==> src/rtl/shifter_pkg.sv <==
// ============================================================================
// Module      : shifter_pkg
// Description : Shared defaults, FSM state encoding and direction constants
//               for the multi-cycle shift sequencer.
// Revision    : 1.0 - initial release
// ============================================================================
`default_nettype none

package shifter_pkg;

    localparam int DEF_WIDTH = 32;
    localparam int DEF_AMT_W = 5;

    localparam logic [1:0] ST_IDLE  = 2'd0;
    localparam logic [1:0] ST_SHIFT = 2'd1;
    localparam logic [1:0] ST_DONE  = 2'd2;

    localparam logic DIR_LEFT  = 1'b0;
    localparam logic DIR_RIGHT = 1'b1;

endpackage

`default_nettype wire

==> src/rtl/shift_sequencer_if.sv <==
// ============================================================================
// Module      : shift_sequencer_if
// Description : START/DONE request interface of the shift sequencer.
//               SHIFT_ROTATE_EN adds the sh_rot request field.
// Revision    : 1.0 - initial release
// ============================================================================
`default_nettype none

interface shift_sequencer_if
    import shifter_pkg::*;
#(
    parameter int WIDTH = DEF_WIDTH,
    parameter int AMT_W = DEF_AMT_W
);

    logic             start;
    logic             sh_dir;
    logic [AMT_W-1:0] sh_amt;
    logic [WIDTH-1:0] d_in;
`ifdef SHIFT_ROTATE_EN
    logic             sh_rot;
`endif
    logic             busy;
    logic             done;
    logic [WIDTH-1:0] d_out;

    modport master (
        output start, sh_dir, sh_amt, d_in,
`ifdef SHIFT_ROTATE_EN
        output sh_rot,
`endif
        input  busy, done, d_out
    );

    modport slave (
        input  start, sh_dir, sh_amt, d_in,
`ifdef SHIFT_ROTATE_EN
        input  sh_rot,
`endif
        output busy, done, d_out
    );

endinterface

`default_nettype wire

==> src/rtl/shift_stage.sv <==
// ============================================================================
// Module      : shift_stage
// Description : Combinational power-of-two shift stage (distance 2^stage).
//               SHIFT_ROTATE_EN adds a rotate mode input.
// Revision    : 1.0 - initial release
// ============================================================================
`default_nettype none

module shift_stage
    import shifter_pkg::*;
#(
    parameter int WIDTH = DEF_WIDTH,
    parameter int AMT_W = DEF_AMT_W,
    parameter int STG_W = $clog2(AMT_W)
) (
    input  wire logic [WIDTH-1:0] data_in,
    input  wire logic [STG_W-1:0] stage,
    input  wire logic             dir,
    input  wire logic             en,
`ifdef SHIFT_ROTATE_EN
    input  wire logic             rot,
`endif
    output logic      [WIDTH-1:0] data_out
);

    logic [AMT_W-1:0] w_dist;
    logic [WIDTH-1:0] w_shl;
    logic [WIDTH-1:0] w_sar;
    logic [WIDTH-1:0] w_shifted;

    assign w_dist = AMT_W'(1) << stage;
    assign w_shl  = data_in << w_dist;
    assign w_sar  = $unsigned($signed(data_in) >>> w_dist);

`ifdef SHIFT_ROTATE_EN
    logic [AMT_W:0]   w_back;
    logic [WIDTH-1:0] w_rol;
    logic [WIDTH-1:0] w_ror;

    // Bits leaving one end re-enter from the other after WIDTH - dist positions.
    assign w_back = (AMT_W+1)'(WIDTH) - {1'b0, w_dist};
    assign w_rol  = (data_in << w_dist) | (data_in >> w_back);
    assign w_ror  = (data_in >> w_dist) | (data_in << w_back);
`endif

    always_comb begin
        w_shifted = (dir == DIR_RIGHT) ? w_sar : w_shl;
`ifdef SHIFT_ROTATE_EN
        if (rot) begin
            w_shifted = (dir == DIR_RIGHT) ? w_ror : w_rol;
        end
`endif
    end

    assign data_out = en ? w_shifted : data_in;

endmodule

`default_nettype wire

==> src/rtl/shift_sequencer.sv <==
// ============================================================================
// Module      : shift_sequencer
// Description : Multi-cycle shifter reusing one stage over AMT_W cycles
//               (distances 1,2,4,8,16). Option macro: SHIFT_ROTATE_EN.
// Revision    : 1.0 - initial release
// ============================================================================
`default_nettype none

module shift_sequencer
    import shifter_pkg::*;
#(
    parameter int WIDTH = DEF_WIDTH,
    parameter int AMT_W = DEF_AMT_W
) (
    input  wire logic        clk,
    input  wire logic        rst_n,
    shift_sequencer_if.slave bus
);

    localparam int STG_W = $clog2(AMT_W);
    localparam logic [STG_W-1:0] LAST_STAGE = STG_W'(AMT_W - 1);

    logic [1:0]       r_state;
    logic [WIDTH-1:0] r_data;
    logic [AMT_W-1:0] r_amt;
    logic             r_dir;
    logic [STG_W-1:0] r_stage;
    logic [WIDTH-1:0] r_dout;
    logic [WIDTH-1:0] w_stage_out;
`ifdef SHIFT_ROTATE_EN
    logic             r_rot;
`endif

    shift_stage #(
        .WIDTH (WIDTH),
        .AMT_W (AMT_W),
        .STG_W (STG_W)
    ) u_stage (
        .data_in  (r_data),
        .stage    (r_stage),
        .dir      (r_dir),
        .en       (r_amt[r_stage]),
`ifdef SHIFT_ROTATE_EN
        .rot      (r_rot),
`endif
        .data_out (w_stage_out)
    );

    always_ff @(posedge clk or negedge rst_n) begin
        if (!rst_n) begin
            r_state <= ST_IDLE;
            r_data  <= '0;
            r_amt   <= '0;
            r_dir   <= DIR_LEFT;
            r_stage <= '0;
            r_dout  <= '0;
`ifdef SHIFT_ROTATE_EN
            r_rot   <= 1'b0;
`endif
        end else begin
            case (r_state)
                ST_IDLE, ST_DONE: begin
                    // DONE accepts a new request directly for back-to-back issue.
                    if (bus.start) begin
                        r_data  <= bus.d_in;
                        r_amt   <= bus.sh_amt;
                        r_dir   <= bus.sh_dir;
                        r_stage <= '0;
`ifdef SHIFT_ROTATE_EN
                        r_rot   <= bus.sh_rot;
`endif
                        r_state <= ST_SHIFT;
                    end else begin
                        r_state <= ST_IDLE;
                    end
                end
                ST_SHIFT: begin
                    r_data <= w_stage_out;
                    if (r_stage == LAST_STAGE) begin
                        r_dout  <= w_stage_out;
                        r_state <= ST_DONE;
                    end else begin
                        r_stage <= r_stage + STG_W'(1);
                    end
                end
                default: r_state <= ST_IDLE;
            endcase
        end
    end

    assign bus.busy  = (r_state == ST_SHIFT);
    assign bus.done  = (r_state == ST_DONE);
    assign bus.d_out = r_dout;

endmodule

`default_nettype wire

==> src/flat_wrapper.sv <==
// flat-port wrapper written by rule: the top's interface ports become plain ports
module shift_sequencer_flat import shifter_pkg::*;
#(
    parameter int WIDTH = DEF_WIDTH,
    parameter int AMT_W = DEF_AMT_W
)
  (clk, rst_n, bus_start, bus_sh_dir, bus_sh_amt, bus_d_in, bus_busy, bus_done, bus_d_out);
  shift_sequencer_if #(.WIDTH(WIDTH), .AMT_W(AMT_W)) bus_i ();
  input  wire logic clk;
  input  wire logic rst_n;
  input wire logic [$bits(bus_i.start)-1:0] bus_start;
  input wire logic [$bits(bus_i.sh_dir)-1:0] bus_sh_dir;
  input wire logic [$bits(bus_i.sh_amt)-1:0] bus_sh_amt;
  input wire logic [$bits(bus_i.d_in)-1:0] bus_d_in;
  output wire logic [$bits(bus_i.busy)-1:0] bus_busy;
  output wire logic [$bits(bus_i.done)-1:0] bus_done;
  output wire logic [$bits(bus_i.d_out)-1:0] bus_d_out;
  assign bus_i.start = bus_start;
  assign bus_i.sh_dir = bus_sh_dir;
  assign bus_i.sh_amt = bus_sh_amt;
  assign bus_i.d_in = bus_d_in;
  assign bus_busy = bus_i.busy;
  assign bus_done = bus_i.done;
  assign bus_d_out = bus_i.d_out;
  shift_sequencer #(.WIDTH(WIDTH), .AMT_W(AMT_W)) u_core (.clk(clk), .rst_n(rst_n), .bus(bus_i));
endmodule
==> config.mk <==
export PLATFORM = sky130hd
export DESIGN_NAME = shift_sequencer_flat
export DESIGN_NICKNAME = d
export VERILOG_FILES = /design/src/rtl/shifter_pkg.sv /design/src/rtl/shift_sequencer_if.sv /design/src/rtl/shift_stage.sv /design/src/rtl/shift_sequencer.sv /design/src/flat_wrapper.sv
export SDC_FILE = /design/constraint.sdc
export NUM_CORES = 1
export LEC_CHECK = 0
export ABC_AREA = 1
export CORE_MARGIN = 2
export CORE_UTILIZATION = 63
export DETAILED_ROUTE_END_ITERATION = 6
export GPL_TIMING_DRIVEN = 0
export PLACE_DENSITY = 0.95
export SYNTH_ARGS = -nofsm -noshare
export SYNTH_HDL_FRONTEND = slang
export SYNTH_SLANG_ARGS = --single-unit
export TNS_END_PERCENT = 10
==> constraint.sdc <==
create_clock -name clk -period 4.2 [get_ports clk]
set_input_delay 0.42 -clock clk [delete_from_list [all_inputs] [get_ports clk]]
set_output_delay 0.42 -clock clk [all_outputs]
set_load 0.03 [all_outputs]
==> results.json <==
{
  "grt_usage": 0.519,
  "path_delay_family": "buffers and inverters",
  "maxCapViolCount": 0,
  "synth-xor-area-share": 0,
  "cpPeakStageDelay_ps": 560,
  "synth_area_um2": 7010,
  "ys_top_cells_by_area": "nand3_1, dfrtp_1, nand2_1",
  "synth_common_cells": "nand2_1, nand3_1, inv_1",
  "area_growth_pct": 16.8,
  "grt_first_pass_wirelength_mm": 46.7,
  "ios": 75,
  "cts_tree": "done",
  "detail_route.vias_per_cell": 6.68,
  "synthMuxAreaShare": 0,
  "finalClockSkew_ps": 10.5,
  "period_minus_slack_ps": 3240,
  "cts_buffer_depth": 2,
  "worstReg2RegStart": "u_core.r_stage[2]$_DFFE_PN0P_",
  "failed_checks": "design-rule violations",
  "required_ps": 4470,
  "worst_slew_pin_slew_ps": 748,
  "fin_ws_ps": 957,
  "synthFlopType": "dfrtp_1",
  "drt_pre_antenna_iters": 7,
  "drive_gt1_frac": 0.0619,
  "grt_setup_unrepaired": "false",
  "synth_top_family_by_area": "simple AND/OR/NAND/NOR gates",
  "min_path_type": "input port to asynchronous set/reset pin",
  "clk_latency_ps": 370,
  "critPathBufInv": 6,
  "ctsHtreeMaxLevel": 3,
  "yosys_register_bits": 75,
  "crit_fanout": 10,
  "cp_slowest_cell": "clkbuf_1",
  "antenna_found_initial": 0,
  "portBuffers": 74,
  "reg2reg_to": "u_core.bus.d_out[26]$_DFFE_PN0P_",
  "synth_compound_area_frac": 0.0693,
  "synthCells": 1216,
  "worstPathArrival_ps": 3510,
  "chipHeight_um": 109,
  "num_vias": 9677,
  "synth_top_area_share": 0.284,
  "grt_overflow_total": 0,
  "rrSetupSlack_ps": 960,
  "ys_warn_count": 0,
  "slew_headroom": 0.501,
  "synth_adder_area_share": 0.00893,
  "yosysMostFrequentCell": "nand2_1",
  "cts.repair.resized": 0,
  "cts-root-buf": "clkbuf_8",
  "grt_max_degree": 74,
  "ant_nets": 0,
  "cts-buffers-inserted": 9,
  "diodes": 0,
  "cp-start-kind": "flop",
  "synth_simple_gate_area_frac": 0.552,
  "dieWidth_um": 109,
  "pre_cts_slack_ps": 1370,
  "clk_pin_slew_ps": 90,
  "num_rows": 38,
  "crit_chain": "inv_2, buf_6, buf_6, ha_1, clkbuf_1, inv_2, clkbuf_1, nand3_1, nand3_1, nand2_1, nor2_1, nand2_1, nand3_1, nand2_1",
  "worstRegToRegCells": 14,
  "finalCritPeriodShare": 0.772,
  "finalSetupViolCount": 0,
  "n_fill_cell": 874,
  "dp_hpwl_mm": 21.6,
  "crit_type": "flop to flop",
  "end_kind": "flop",
  "synth-async-reset-ratio": 1.00,
  "routed_wl_mm": 29.9,
  "outcome": "complete, but fails checks",
  "yosysTopAreaCell": "nand3_1",
  "cts_sinks": 75,
  "dieArea_um2": 12000,
  "synth-seq-area-share": 0.268,
  "syn_avg_cell_area_um2": 5.76,
  "grt_pass1_vias": 8988,
  "placed_cells": 1431,
  "fin_util": 0.755,
  "finalNonFillerCells": 1448,
  "hold_viol": 0,
  "drv_slew": 0,
  "synth_cell_types": 30,
  "synth-edff-count": 0,
  "tns_ps": 0,
  "drc": 441,
  "final_nets": 1349,
  "synth_nets": 1262,
  "core_um2": 10800,
  "drt_iter0_markers": 2733,
  "clock.fmax_mhz": 308,
  "detail_route.wl_per_cell_um": 20.6,
  "gp_congestion": 1.26,
  "start_util": 0.647
}
[per-stage QoR]
stage                     hold slack, ps  cell area [um2]
after detailed placement             227             7950
after global routing                 384             8190
after global placement               465             7930
final                                377             8190
after CTS                            377             8190
after floorplan                      124             7010
[worst max-delay path by stage]
| stage | startpoint | end | slack [ps] | depth (start not counted) |
|---|---|---|---|---|
| after CTS | u_core.r_stage[2]$_DFFE_PN0P_ | u_core.bus.d_out[28]$_DFFE_PN0P_ | 1350 | 14 |
| after detailed placement | u_core.r_stage[0]$_DFFE_PN0P_ | u_core.bus.d_out[22]$_DFFE_PN0P_ | 1370 | 13 |
| after global routing | u_core.r_stage[2]$_DFFE_PN0P_ | u_core.bus.d_out[26]$_DFFE_PN0P_ | 910 | 14 |
| final | u_core.r_stage[2]$_DFFE_PN0P_ | u_core.bus.d_out[26]$_DFFE_PN0P_ | 960 | 14 |
| after global placement | rst_n | u_core.r_data[18]$_DFFE_PN0P_ | 200 | 1 |
| after floorplan | u_core.r_stage[2]$_DFFE_PN0P_ | u_core.r_data[14]$_DFFE_PN0P_ | 2120 | 13 |
[layout by cell type (no fill, tap or decap), types with 4 or more instances in the layout]
cell and instances:
a21oi_1 15, buf_1 7, buf_2 29, buf_6 5
clkbuf_1 37, clkbuf_8 10, clkdlybuf4s50_1 73, dfrtp_1 75
ha_1 5, inv_1 82, inv_2 6, nand2_1 424
nand2_2 7, nand3_1 398, nand4_1 4, nor2_1 35
o211ai_1 4, o21ai_0 40, o21ai_1 19, or2_2 7
[metal layers]
| layer | share of wire | vias up | GRT usage |
|---|---|---|---|
| met5 | 0.0032 | - | 0.0804 |
| met4 | 0.089 | 6 | 0.328 |
| met3 | 0.19 | 317 | 0.326 |
| met2 | 0.38 | 967 | 0.687 |
| met1 | 0.35 | 4192 | 0.614 |
| li1 | - | 4195 | - |
[worst reg2reg max path, stage by stage, from the launching register on]
cell	delay (ps)
dfrtp_1	430
inv_2	80
buf_6	160
buf_6	160
ha_1	190
clkbuf_1	210
inv_2	160
clkbuf_1	560
nand3_1	200
nand3_1	110
nand2_1	60
nor2_1	440
nand2_1	190
nand3_1	140
nand2_1	60
[registers in the layout, summed over array words and instances, names as in the netlist]
register          flops
u_core.r_dir          1
u_core.bus.d_out     32
u_core.r_data        32
u_core.r_stage        3
u_core.r_state        2
u_core.r_amt          5
[layout make-up]
cell class | instances | area, um2 | area share
multi-input combinational | 973 | 4420 | 0.540
sequential | 75 | 1880 | 0.229
timing repair buffer | 76 | 776 | 0.0947
buffer | 79 | 378 | 0.0461
inverter | 89 | 334 | 0.0408
tap | 140 | 175 | 0.0214
clock buffer | 11 | 141 | 0.0173
clock inverter | 5 | 86.3 | 0.0105
[what timing repair did]
item | 4_1_cts | 5_1_grt
hold buffers | 1 | 0
endpoints found under the hold margin | 2 | 0
setup buffers | 0 | 0
[cells by family (layout without fill, tap and decap cells)]
logic type      after synthesis  in the layout
fa+ha+maj                     5              5
buf+inv                     168            260
flops                        75             75
simple gates                880            880
compound gates               88             88
Power is left out: the tool's default activity adds up to more than one toggle a clock period on the data nets, which glitch-free logic cannot reach.
